==> config.mk <==
export PLATFORM = sky130hd
export DESIGN_NAME = base_sampler_cdt_flat
export DESIGN_NICKNAME = d
export VERILOG_FILES = /design/src/rtl/samplerz_pkg.sv /design/src/rtl/base_sampler_cdt_if.sv /design/src/rtl/cdt_cmp_lane.sv /design/src/rtl/base_sampler_cdt.sv /design/src/flat_wrapper.sv
export SDC_FILE = /design/constraint.sdc
export NUM_CORES = 1
export LEC_CHECK = 0
export ABC_CLOCK_PERIOD_IN_PS = 4800
export BUFFER_PORTS_ARGS = -buffer_cell sky130_fd_sc_hd__buf_2
export CORE_MARGIN = 2
export CORE_UTILIZATION = 30
export DETAILED_ROUTE_END_ITERATION = 16
export MAX_ROUTING_LAYER = met4
export PLACE_DENSITY = 0.49
export SLEW_MARGIN = 20
export SYNTH_ARGS = -nofsm -noshare
export SYNTH_HDL_FRONTEND = slang
export SYNTH_SLANG_ARGS = --single-unit
export TNS_END_PERCENT = 100
==> constraint.sdc <==
create_clock -name clk -period 4.8 [get_ports clk]
set_clock_uncertainty 0.1 [all_clocks]
set_input_delay 0.48 -clock clk [delete_from_list [all_inputs] [get_ports clk]]
set_output_delay 0.48 -clock clk [all_outputs]
set_load 0.03 [all_outputs]
==> src/rtl/samplerz_pkg.sv <==
// Shared constants for the SamplerZ base sampler: table geometry, the Falcon RCDT
// table and the sampler FSM state type.
package samplerz_pkg;

    localparam int TABLE_LEN = 18;
    localparam int RND_W     = 72;
    localparam int Z_W       = 5;
    localparam int IDX_W     = $clog2(TABLE_LEN);

    // Falcon reverse cumulative distribution table, strictly descending.
    localparam logic [RND_W-1:0] RCDT [TABLE_LEN] = '{
        72'd3024686241123004913666,
        72'd1564742784480091954050,
        72'd636254429462080897535,
        72'd199560484645026482916,
        72'd47667343854657281903,
        72'd8595902006365044063,
        72'd1163297957344668388,
        72'd117656387352093658,
        72'd8867391802663976,
        72'd496969357462633,
        72'd20680885154299,
        72'd638331848991,
        72'd14602316184,
        72'd247426747,
        72'd3104126,
        72'd28824,
        72'd198,
        72'd1
    };

    typedef enum logic [1:0] {
        IDLE = 2'd0,
        RUN  = 2'd1,
        DONE = 2'd2
    } state_e;

endpackage

==> src/rtl/base_sampler_cdt_if.sv <==
// Request/result bundle of the base sampler; stat_cnt exists only when
// BASE_SAMPLER_STATS_EN is defined.
interface base_sampler_cdt_if;
    import samplerz_pkg::*;

    logic             start;
    logic [RND_W-1:0] rnd_l;
    logic [RND_W-1:0] rnd_r;
    logic             busy;
    logic             done;
    logic             z0_valid;
    logic [Z_W-1:0]   z0_l;
    logic [Z_W-1:0]   z0_r;
`ifdef BASE_SAMPLER_STATS_EN
    logic [31:0]      stat_cnt;

    modport master (output start, rnd_l, rnd_r,
                    input  busy, done, z0_valid, z0_l, z0_r, stat_cnt);
    modport slave  (input  start, rnd_l, rnd_r,
                    output busy, done, z0_valid, z0_l, z0_r, stat_cnt);
`else
    modport master (output start, rnd_l, rnd_r,
                    input  busy, done, z0_valid, z0_l, z0_r);
    modport slave  (input  start, rnd_l, rnd_r,
                    output busy, done, z0_valid, z0_l, z0_r);
`endif

endinterface

==> src/rtl/cdt_cmp_lane.sv <==
// One sampler lane: holds its random word and counts table entries above it,
// comparing against one entry per cycle.
module cdt_cmp_lane
    import samplerz_pkg::*;
(
    input  logic             clk,
    input  logic             rst_n,
    input  logic             load_i,
    input  logic             step_i,
    input  logic [RND_W-1:0] rnd_i,
    input  logic [RND_W-1:0] entry_i,
    output logic [Z_W-1:0]   acc_d_o
);

    logic [RND_W-1:0] rnd_q;
    logic [Z_W-1:0]   acc_q;
    logic             gt;

    // Comparator runs every cycle regardless of state so activity is data independent.
    assign gt      = (rnd_q < entry_i);
    assign acc_d_o = acc_q + {{(Z_W-1){1'b0}}, gt};

    // NOTE: sequential state uses non-blocking assignments only, so every
    // register samples the pre-edge value of its neighbours.
    always_ff @(posedge clk or negedge rst_n) begin
        if (!rst_n) begin
            rnd_q <= '0;
            acc_q <= '0;
        end else if (load_i) begin
            rnd_q <= rnd_i;
            acc_q <= '0;
        end else if (step_i) begin
            acc_q <= acc_d_o;
        end
    end

endmodule

==> src/rtl/base_sampler_cdt.sv <==
// Constant-time bimodal CDT base sampler: both lanes walk all TABLE_LEN entries.
// Optional BASE_SAMPLER_STATS_EN adds a saturating completed-pair counter.
module base_sampler_cdt
    import samplerz_pkg::*;
(
    input  logic               clk,
    input  logic               rst_n,
    base_sampler_cdt_if.slave  bus
);

    state_e           state_q;
    logic [IDX_W-1:0] idx_q;
    logic             busy_q;
    logic             done_q;
    logic             valid_q;
    logic [Z_W-1:0]   z0_l_q;
    logic [Z_W-1:0]   z0_r_q;
    logic [Z_W-1:0]   acc_l_d;
    logic [Z_W-1:0]   acc_r_d;
    logic             accept;
    logic             step;
    logic             last;
    logic [RND_W-1:0] entry;

    assign accept = bus.start && (state_q != RUN);
    assign step   = (state_q == RUN);
    assign last   = step && (idx_q == IDX_W'(TABLE_LEN - 1));
    assign entry  = RCDT[idx_q];

    cdt_cmp_lane u_lane_l (
        .clk     (clk),
        .rst_n   (rst_n),
        .load_i  (accept),
        .step_i  (step),
        .rnd_i   (bus.rnd_l),
        .entry_i (entry),
        .acc_d_o (acc_l_d)
    );

    cdt_cmp_lane u_lane_r (
        .clk     (clk),
        .rst_n   (rst_n),
        .load_i  (accept),
        .step_i  (step),
        .rnd_i   (bus.rnd_r),
        .entry_i (entry),
        .acc_d_o (acc_r_d)
    );

    always_ff @(posedge clk or negedge rst_n) begin
        if (!rst_n) begin
            state_q <= IDLE;
            idx_q   <= '0;
            busy_q  <= 1'b0;
            done_q  <= 1'b0;
            valid_q <= 1'b0;
            z0_l_q  <= '0;
            z0_r_q  <= '0;
        end else begin
            done_q <= 1'b0;
            case (state_q)
                RUN: begin
                    if (last) begin
                        idx_q   <= '0;
                        busy_q  <= 1'b0;
                        done_q  <= 1'b1;
                        valid_q <= 1'b1;
                        z0_l_q  <= acc_l_d;
                        z0_r_q  <= acc_r_d;
                        state_q <= DONE;
                    end else begin
                        idx_q <= idx_q + 1'b1;
                    end
                end
                default: begin
                    // IDLE and DONE both accept a new pair; results hold until then.
                    if (bus.start) begin
                        idx_q   <= '0;
                        busy_q  <= 1'b1;
                        valid_q <= 1'b0;
                        state_q <= RUN;
                    end
                end
            endcase
        end
    end

    assign bus.busy     = busy_q;
    assign bus.done     = done_q;
    assign bus.z0_valid = valid_q;
    assign bus.z0_l     = z0_l_q;
    assign bus.z0_r     = z0_r_q;

`ifdef BASE_SAMPLER_STATS_EN
    logic [31:0] stat_q;

    always_ff @(posedge clk or negedge rst_n) begin
        if (!rst_n) begin
            stat_q <= '0;
        end else if (done_q && (stat_q != 32'hFFFF_FFFF)) begin
            stat_q <= stat_q + 32'd1;
        end
    end

    assign bus.stat_cnt = stat_q;
`endif

endmodule

==> src/flat_wrapper.sv <==
// flat-port wrapper written by rule: the top's interface ports become plain ports
module base_sampler_cdt_flat import samplerz_pkg::*;
  (clk, rst_n, bus_start, bus_rnd_l, bus_rnd_r, bus_busy, bus_done, bus_z0_valid, bus_z0_l, bus_z0_r);
  base_sampler_cdt_if bus_i ();
  input  logic clk;
  input  logic rst_n;
  input wire logic [$bits(bus_i.start)-1:0] bus_start;
  input wire logic [$bits(bus_i.rnd_l)-1:0] bus_rnd_l;
  input wire logic [$bits(bus_i.rnd_r)-1:0] bus_rnd_r;
  output wire logic [$bits(bus_i.busy)-1:0] bus_busy;
  output wire logic [$bits(bus_i.done)-1:0] bus_done;
  output wire logic [$bits(bus_i.z0_valid)-1:0] bus_z0_valid;
  output wire logic [$bits(bus_i.z0_l)-1:0] bus_z0_l;
  output wire logic [$bits(bus_i.z0_r)-1:0] bus_z0_r;
  assign bus_i.start = bus_start;
  assign bus_i.rnd_l = bus_rnd_l;
  assign bus_i.rnd_r = bus_rnd_r;
  assign bus_busy = bus_i.busy;
  assign bus_done = bus_i.done;
  assign bus_z0_valid = bus_i.z0_valid;
  assign bus_z0_l = bus_i.z0_l;
  assign bus_z0_r = bus_i.z0_r;
  base_sampler_cdt u_core (.clk(clk), .rst_n(rst_n), .bus(bus_i));
endmodule
Yosys cells after proc, flatten, opt, wreduce, memory -nomap -nowiden
Memories as Yosys holds them, arrays and structs flattened.
Cells that the tools add are included.
- ROM bits: 2304
- flip-flop bits (word level): 174
- memories: 1
- bits of input ports: 147
- output and inout bits: 13
- word-level logic and storage cells: 49
- memories (memory ; words ; width ; rd ports ; clocked after Yosys merged registers in ; wr ports ; line ; RTL):
    (name not given) ; 32 ; 72 ; 1 ; 0 ; 0 ; base_sampler_cdt.sv:28 ; assign entry = RCDT[idx_q];
- bitwise gates (word level): 1
- mux-type cells: 20
- reductions and logical operators: 6
- equality and inequality tests: 4
- order comparisons: 3
- add/subtract/negate cells: 3
- operators by type and width (cell ; count):
    72-bit < comparator ; 2
    72-bit two-way mux ; 2
    5-bit two-way mux ; 7
    5-bit by 1-bit adder with 5-bit output ; 2
    1-bit two-way mux ; 8
    6-bit greater-or-equal comparator, second input constant ; 1
    2-bit two-way mux ; 3
    5-bit inverter with 6-bit output ; 1
    5-bit by 1-bit adder with 5-bit output, second input constant ; 1
    5-bit equality test, second input constant ; 1
    2-bit AND reduction ; 2
    2-bit nonzero test ; 2
    2-bit by 1-bit equality test with 1-bit output, second input constant ; 1
    1-bit logical AND ; 2
    2-bit by 1-bit != test with 1-bit output, second input constant ; 1
    2-bit != test, second input constant ; 1

Depth between registers and ports, before layout
Gate-level depths: netlist of the first run.
- depth in word-level cells: 8
- mapped depth: 20
- gate-level depth less buffers: 18

Hierarchy
A second synthesis of the first run with hierarchy kept.
- cell total of the unflattened synthesis: 1173
- area, all modules: 11781.3 sq um
- by module, submodules not included (module ; cells each ; area each (sq um) ; instances ; sequential area each (sq um)):
    cdt_cmp_lane (u_core.u_lane_r) ; 430 ; 4739.5 ; 1 ; 1926.8
    cdt_cmp_lane (u_core.u_lane_l) ; 429 ; 4694.5 ; 1 ; 1926.8
    base_sampler_cdt ; 314 ; 2347.3 ; 1 ; 450.4

Least setup slack after synthesis of the first run
No wires, ideal clock.
- kind: register -> register
- start point: register u_core.idx_q[1]
- end point: register u_core.z0_l_q[4] (netlist: u_core.bus.z0_l[4])
- cell stages (with the launch flop): 20
- arrival: 4081 ps
- setup time: 133 ps
- period minus slack after synthesis: 4314 ps
- path slack: 486 ps
- required time: 4567 ps
- cells stage by stage: dfrtp_1 clkbuf_1 inv_1 ha_1 clkbuf_1 inv_1 a21boi_0 nand2_1 ha_1 a21oi_1 o21ai_0 a221o_1 a2111o_1 a2111o_1 nor2_1 ha_1 ha_1 nand3_1 xor2_1 o21ai_0
- word-level cells in the longest chain between the ends: 6
- elaborated cells on any way between the ends: 9
- classes of those cells: 1 x add/sub; 1 x order compare; 1 x eq/ne; 2 x mux; 1 x bitwise; 2 x reduce/logical; 1 x memory
- ends and longest elaborated chain (what ; line ; RTL):
    start: declaration ; base_sampler_cdt.sv:12 ; logic [IDX_W-1:0] idx_q;
    start signal: assignment ; base_sampler_cdt.sv:72 ; idx_q <= idx_q + 1'b1;
    5-bit inverter with 6-bit output (not written as such) ; base_sampler_cdt.sv:28 ;
    memory read 32 x 72 bit ; - ;
    72-bit two-way mux (not written as such) (2 in series) ; base_sampler_cdt.sv:28 ;
    72-bit < comparator ; cdt_cmp_lane.sv:20 ; assign gt = (rnd_q < entry_i);
    5-bit by 1-bit adder with 5-bit output ; cdt_cmp_lane.sv:21 ; assign acc_d_o = acc_q + {{(Z_W-1){1'b0}}, gt};
    end signal: assignment ; base_sampler_cdt.sv:68 ; z0_l_q <= acc_l_d;
    end: declaration ; base_sampler_cdt.sv:16 ; logic [Z_W-1:0] z0_l_q;
Parallel ways exist; a longest one is shown, timed or not. The select of a mux whose other input is x is not followed.
A chain may end at the register's enable or synchronous reset.

Final worst setup path of the first run
- start point: register u_core.idx_q[1]
- end point: register u_core.u_lane_l.acc_q[4]
- word-level cells in the longest chain between the ends: 8
- ends and longest elaborated chain (what ; line ; RTL):
    5-bit inverter with 6-bit output (not written as such) ; base_sampler_cdt.sv:28 ;
    memory read 32 x 72 bit ; - ;
    72-bit two-way mux (not written as such) (2 in series) ; base_sampler_cdt.sv:28 ;
    72-bit < comparator ; cdt_cmp_lane.sv:20 ;
    5-bit by 1-bit adder with 5-bit output ; cdt_cmp_lane.sv:21 ;
    5-bit two-way mux ; cdt_cmp_lane.sv:32 ; end else if (step_i) begin
    5-bit two-way mux ; cdt_cmp_lane.sv:29 ; end else if (load_i) begin
    end signal: assignment ; cdt_cmp_lane.sv:33 ; acc_q <= acc_d_o;
    end: declaration ; cdt_cmp_lane.sv:16 ; logic [Z_W-1:0] acc_q;
No other way between the ends. The select of a mux whose other input is x is not followed.

==> results of run 1 <==
-- critical path: cells and delay by family (launching register included) --
| kind | cells | cell delay (ns) |
|---|---|---|
| xor gates and xnor gates | 1 | 0.16 |
| DFF | 1 | 0.39 |
| and+or+nand+nor | 4 | 0.59 |
| adders and majority gates | 4 | 1.10 |
| buffers and inverters | 4 | 0.68 |
| AOI/OAI and AO/OA | 7 | 1.37 |
-- registers in the layout, indices dropped and copies added (netlist names) --
name / flops
u_core.idx_q: 5
u_core.bus.done: 1
u_core.bus.z0_r: 5
u_core.state_q: 2
u_core.u_lane_r.rnd_q: 72
u_core.u_lane_l.rnd_q: 72
u_core.u_lane_r.acc_q: 5
u_core.u_lane_l.acc_q: 5
u_core.bus.z0_l: 5
-- power breakdown --
group	switching [µW]	total, µW	internal (µW)
Clock	616	1400	786
Combinational	3710	6680	2960
Sequential	574	2750	2170
-- layer usage --
layer  track usage (%)  wire (µm)  vias up
li1                  -          -     4189
met1              22.7      14700     4111
met3              2.87       1190       29
met2              27.7      14800      191
met4              5.54        697        0
met5                 -          0        -
-- cells in the mapped netlist (all sizes together) (2+ instances only) --
cell	instances	area (µm²)
a2111o	2	22.5
a211oi	8	60.1
a21boi	2	15.0
a21o	19	143
a21oi	69	345
a221o	4	40.0
a221oi	7	61.3
a31oi	2	12.5
and2	4	25.0
and4	6	52.6
buf	14	68.8
clkbuf	35	131
dfrtp	172	4300
ha	163	2040
inv	13	48.8
mux2	144	1620
nand2	115	432
nand2b	8	50.1
nand3	32	160
nand4	23	144
nor2	36	135
nor2b	10	62.6
nor3	5	25.0
nor4	6	37.5
o211a	2	20.0
o211ai	17	133
o21a	5	37.5
o21ai	73	365
o22ai	2	12.5
o311ai	5	43.8
o31ai	6	45.0
or2	4	25.0
or3	2	12.5
or4	2	15.0
xnor2	2	17.5
xor2	4	35.0
-- through the flow --
stage,util (%),instances
6_report,36.7,1682
5_1_grt,36.7,1682
3_3_place_gp,35.0,1649
2_1_floorplan,-,1038
4_1_cts,36.6,1682
3_5_place_dp,35.0,1649
-- area by class of cell --
type	instances	area, µm²
inverters	14	52.6
repair buffers	200	1170
clock inverters	12	139
well taps	461	577
multi-input cells	803	6420
fillers	3628	22600
clock buffers	20	447
flip-flops and latches	172	4310
-- logic make-up (layout without fill, tap and decap cells) --
group | count (synthesis) | count (layout) | share of synthesized area, %
AO/OA/AOI/OAI | 231 | 231 | 13.1
XOR/XNOR | 6 | 6 | 0.480
adder cells (fa/ha/maj) | 163 | 163 | 18.6
buffers and inverters | 63 | 246 | 2.31
flip-flops | 172 | 172 | 39.3
multiplexers | 146 | 146 | 15.1
AND/OR/NAND/NOR | 257 | 257 | 11.1
-- what timing repair did --
item | in CTS | in global routing
hold buffers | 1 | 0
hold endpoints to repair | 32 | 0
endpoints found under the setup margin | 0 | 12
resized for setup | 0 | 8
-- path summary, 6_finish.rpt --
path | start | end | cells past startpoint | slack (ns)
setup / recovery | u_core.idx_q[1] | u_core.u_lane_l.acc_q[4] | 20 | 0.31
max in group asynchronous | rst_n | u_core.idx_q[2] | 3 | 3.08
hold reg to reg | u_core.bus.z0_r[0] | u_core.bus.z0_r[0] | 2 | 0.38
hold / removal | bus_rnd_l[7] | u_core.u_lane_l.rnd_q[7] | 2 | 0.16
min in group asynchronous | rst_n | u_core.u_lane_r.rnd_q[10] | 2 | 0.53
setup reg to reg | u_core.idx_q[1] | u_core.u_lane_l.acc_q[4] | 20 | 0.31
==> results.py, run 1 <==
metrics = {
    "outcome": {
        "status": "completed",
    },
    "floorplanning": {
        "start_util_pct": 30.6,
        "ios": 160,
        "die_y_um": 195,
        "dieArea_mm2": 0.0380,
        "dieWidth_um": 195,
        "rows": 69,
        "core-area_mm2": 0.0357,
    },
    "sta": {
        "holdWs_ns": 0.158,
        "tns_ns": 0,
        "fin_crit_ns": 4.49,
        "finalHoldViolCount": 0,
        "worst_pin_slew_ns": 0.757,
        "final.setup.worst_slack_ns": 0.306,
        "rsz0062_at_grt": "false",
        "period_share_pct": 93.6,
        "clock.fmax_mhz": 223,
        "final_max_slew_viol_count": 0,
        "setup_viol": 0,
        "slew_headroom_pct": 48.9,
    },
    "finish": {
        "layout_common_cells": "171 x dfrtp_1, 162 x ha_1, 158 x buf_2, 144 x mux2_2, 113 x nand2_1",
        "layout-drive-gt1-share_pct": 31.9,
        "fin_area_mm2": 0.0131,
        "syn_to_final_growth_pct": 19.8,
        "n_antenna_cell": 0,
        "num-nets-final": 1518,
        "mostFrequentLayoutCell": "dfrtp_1",
    },
    "yosys": {
        "synth_area_mm2": 0.0109,
        "synth_cells": 1038,
        "synth_seq_area_share_pct": 39.3,
        "synth_seq_cells": 172,
        "synth_nets": 1348,
        "synth_warnings": 0,
        "synth_area_per_cell_um2": 10.5,
        "synth_flop_cell": "dfrtp_1",
        "synthArstFlopShare_pct": 100,
        "ys_types": 54,
        "synth-edff-count": 0,
    },
    "global_routing": {
        "grt_max_degree": 98,
        "overflow": 0,
        "grt_pass1_vias": 8732,
        "grt_util_all_layers_pct": 17.4,
        "grt_pass1_wl_um": 49500,
        "antenna_found_initial": 0,
    },
    "setup_path": {
        "cp_slowest_stage_delay_ns": 0.41,
        "cp_common_cell": "ha_1",
        "crit_fanout": 9,
        "critPathCaptureType": "flip-flop",
        "crit_path_top_delay_cell": "a2111o_1",
        "startpoint_type": "flip-flop",
        "arrival_ns": 4.75,
        "worstPathCellList": "inv_1 > ha_1 > buf_4 > nand2_1 > nand3_1 > o311ai_0 > buf_4 > ha_1 > a21oi_1 > o21ai_0 > a221oi_1 > buf_4 > o22ai_1 > a2111o_1 > nor2_2 > ha_1 > ha_1 > nand3_1 > xor2_1 > o21ai_0",
        "crit_type": "reg -> reg",
        "cp.required_ns": 5.05,
    },
    "place": {
        "dp_hpwl_um": 24700,
        "pre_cts_ws_ns": 0.0523,
        "placed_area_mm2": 0.0125,
        "gp_congestion": 0.910,
        "io_buffers": 159,
    },
    "routing": {
        "drtIter0Drc": 410,
        "vias": 8520,
        "avgRoutedWirePerCell_um": 18.7,
        "drc": 0,
        "via_per_inst": 5.07,
        "wl_um": 31400,
        "ant_nets": 0,
        "drtPass1Iterations": 5,
    },
    "power": {
        "p_leak_uw": 0.00623,
        "p_per_area_mw_per_mm2": 826,
        "irDropWorstVdd_mv": 0.317,
        "power.total_uw": 10800,
    },
    "clock_network": {
        "path_clk_slew_ns": 0.07,
        "htreeDepth": 4,
        "insertion_delay_ns": 0.44,
        "root_buffer": "clkbuf_16",
        "cts.sinks": 172,
        "cts_buffers": 17,
        "postCtsSetupBuffers": 0,
        "cts_buffer_depth": 2,
        "cts_tree": "done",
    },
    "min_path": {
        "worstHoldPathType": "in -> reg",
    },
    "job": {
        "max_cap_violations": 0,
    },
}
No activity file was read; power rests on OpenSTA's default activity.
==> inputs of run 2 (changes only) <==
--- a/config.mk
+++ b/config.mk
@@ -7,6 +7,7 @@
 export LEC_CHECK = 0
 export ABC_CLOCK_PERIOD_IN_PS = 4800
 export BUFFER_PORTS_ARGS = -buffer_cell sky130_fd_sc_hd__buf_2
+export CORE_ASPECT_RATIO = 0.9
 export CORE_MARGIN = 2
 export CORE_UTILIZATION = 30
 export DETAILED_ROUTE_END_ITERATION = 16
==> run 2 against run 1 <==
Die area is essentially flat. Global-route usage increased by 0.52 points. Sequential power is essentially flat. Clock power barely moved. Critical path type unchanged. Wire length up 1.5%.
==> results.py, run 2 (same netlist as run 1, synthesis figures left out) <==
metrics = {
    "floorplanning": {
        "rows": 66,
        "dieArea_mm2": 0.0380,
        "core-area_mm2": 0.0361,
        "ios": 160,
        "die_y_um": 185,
        "start_util_pct": 30.3,
        "dieWidth_um": 205,
    },
    "finish": {
        "fin_util_pct": 36.6,
        "layout_common_cells": "169 x dfrtp_1, 162 x ha_1, 158 x buf_2, 144 x mux2_2, 114 x nand2_1",
        "n_antenna_cell": 0,
        "num-nets-final": 1527,
        "syn_to_final_growth_pct": 20.7,
        "layout-drive-gt1-share_pct": 33.0,
        "reg.largest.list": "u_core.u_lane_l.rnd_q x72, u_core.u_lane_r.rnd_q x72",
        "final_cells": 1705,
        "mostFrequentLayoutCell": "dfrtp_1",
    },
    "clock_network": {
        "insertion_delay_ns": 0.46,
        "htreeDepth": 4,
        "root_buffer": "clkbuf_16",
        "cts.sinks": 172,
        "path_clk_slew_ns": 0.07,
        "cts_buffer_depth": 2,
        "postCtsHoldBufs": 0,
        "cts_buffers": 17,
        "cts_tree": "done",
    },
    "routing": {
        "ant_nets": 0,
        "drtPass1Iterations": 5,
        "via_per_inst": 5.00,
        "drc": 0,
        "vias": 8517,
        "drtIter0Drc": 484,
        "avgRoutedWirePerCell_um": 18.7,
        "wl_um": 31900,
    },
    "sta": {
        "period_share_pct": 93.3,
        "finalHoldViolCount": 0,
        "worst_pin_slew_ns": 0.957,
        "final.setup.worst_slack_ns": 0.320,
        "holdWs_ns": 0.00818,
        "rsz0062_at_grt": "false",
        "final_max_slew_viol_count": 0,
        "tns_ns": 0,
        "clock.fmax_mhz": 223,
        "fin_crit_ns": 4.48,
        "setup_viol": 0,
        "slew_headroom_pct": 36.2,
    },
    "power": {
        "irDropWorstVdd_mv": 0.291,
        "p_per_area_mw_per_mm2": 828,
        "p_leak_uw": 0.00627,
    },
    "setup_path": {
        "reg2reg_from": "u_core.idx_q[1]",
        "startpoint_type": "flip-flop",
        "crit_start": "u_core.idx_q[1]",
        "cp.required_ns": 5.01,
        "crit_fanout": 10,
        "crit_type": "reg -> reg",
        "arrival_ns": 4.69,
        "critPathCaptureType": "flip-flop",
    },
    "place": {
        "dp_cells": 1669,
        "io_buffers": 159,
        "pre_cts_ws_ns": -0.00834,
        "gp_congestion": 0.863,
        "dp_hpwl_um": 24500,
    },
    "min_path": {
        "worstHoldPathType": "in -> async",
    },
    "outcome": {
        "status": "completed",
    },
    "global_routing": {
        "grt_max_degree": 145,
        "overflow": 0,
        "grt_pass1_wl_um": 49700,
        "grt_util_all_layers_pct": 18.0,
        "grt_pass1_vias": 8518,
        "antenna_found_initial": 1,
    },
    "job": {
        "max_cap_violations": 0,
    },
}
-- run 2: cell types whose count changed in the layout (fill, tap and decap cells not counted), moves of 2 or more --
cell      delta
clkbuf_8     +3
buf_4       +11
clkbuf_1     -2
dfrtp_2      +2
dfrtp_1      -2
-- run 2: area by class of cell --
class / count / area [µm²]
Fill cell: 3634 / 22900
Multi-Input combinational cell: 803 / 6430
Sequential cell: 172 / 4310
Timing Repair Buffer: 209 / 1230
Tap cell: 476 / 596
Clock buffer: 21 / 480
Clock inverter: 10 / 105
Inverter: 14 / 56.3
-- run 2: worst paths after layout --
path | endpoint | slack, ns | depth (start not counted)
worst max-delay path | u_core.bus.z0_l[4] | 0.32 | 17
worst min register to register | u_core.bus.z0_r[1] | 0.39 | 2
worst max register to register | u_core.bus.z0_l[4] | 0.32 | 17
min in group clk | u_core.u_lane_r.rnd_q[29] | 0.15 | 2
worst min-delay path | u_core.u_lane_r.rnd_q[31] | 0.008 | 1
max in group asynchronous | u_core.u_lane_l.rnd_q[39] | 3.59 | 2
-- run 2: through the flow --
step	instance area, µm²	power, µW
3_3_place_gp	12500	9340
2_1_floorplan	10900	7210
5_1_grt	13200	12100
6_report	13200	10900
4_1_cts	13100	11000
3_5_place_dp	12500	9460
-- run 2: metal layers --
layer | part of all wire, % | GRT usage (%) | vias to the layer above
met5 | 0 | - | -
met4 | 1.8 | 5.41 | 0
met3 | 3.8 | 3.10 | 27
met2 | 44 | 26.5 | 179
met1 | 50 | 25.1 | 4105
li1 | - | - | 4206
-- run 2: timing repair --
item                       in CTS  in global routing
gates resized for setup         2                 14
setup endpoints to repair       5                 14
setup buffers                   0                  5
-- run 2: worst max-delay path: stages (launching register included) --
cell and delay (ns):
dfrtp_2 0.42, inv_1 0.07, ha_1 0.35, buf_4 0.20, or2_2 0.32, nand3_1 0.14, nand3_1 0.16, ha_1 0.33
and4_1 0.17, a221oi_1 0.54, o22ai_1 0.13, a2111o_1 0.43, nor2_2 0.18, ha_1 0.22, ha_1 0.18, nand3_1 0.09
xor2_1 0.17, o21ai_0 0.10
-- run 2: power by group --
group | internal [µW] | switching, µW | total (µW)
sequential | 2170 | 575 | 2750
clock | 774 | 629 | 1400
combinational | 3030 | 3760 | 6790
total | 5980 | 4960 | 10900
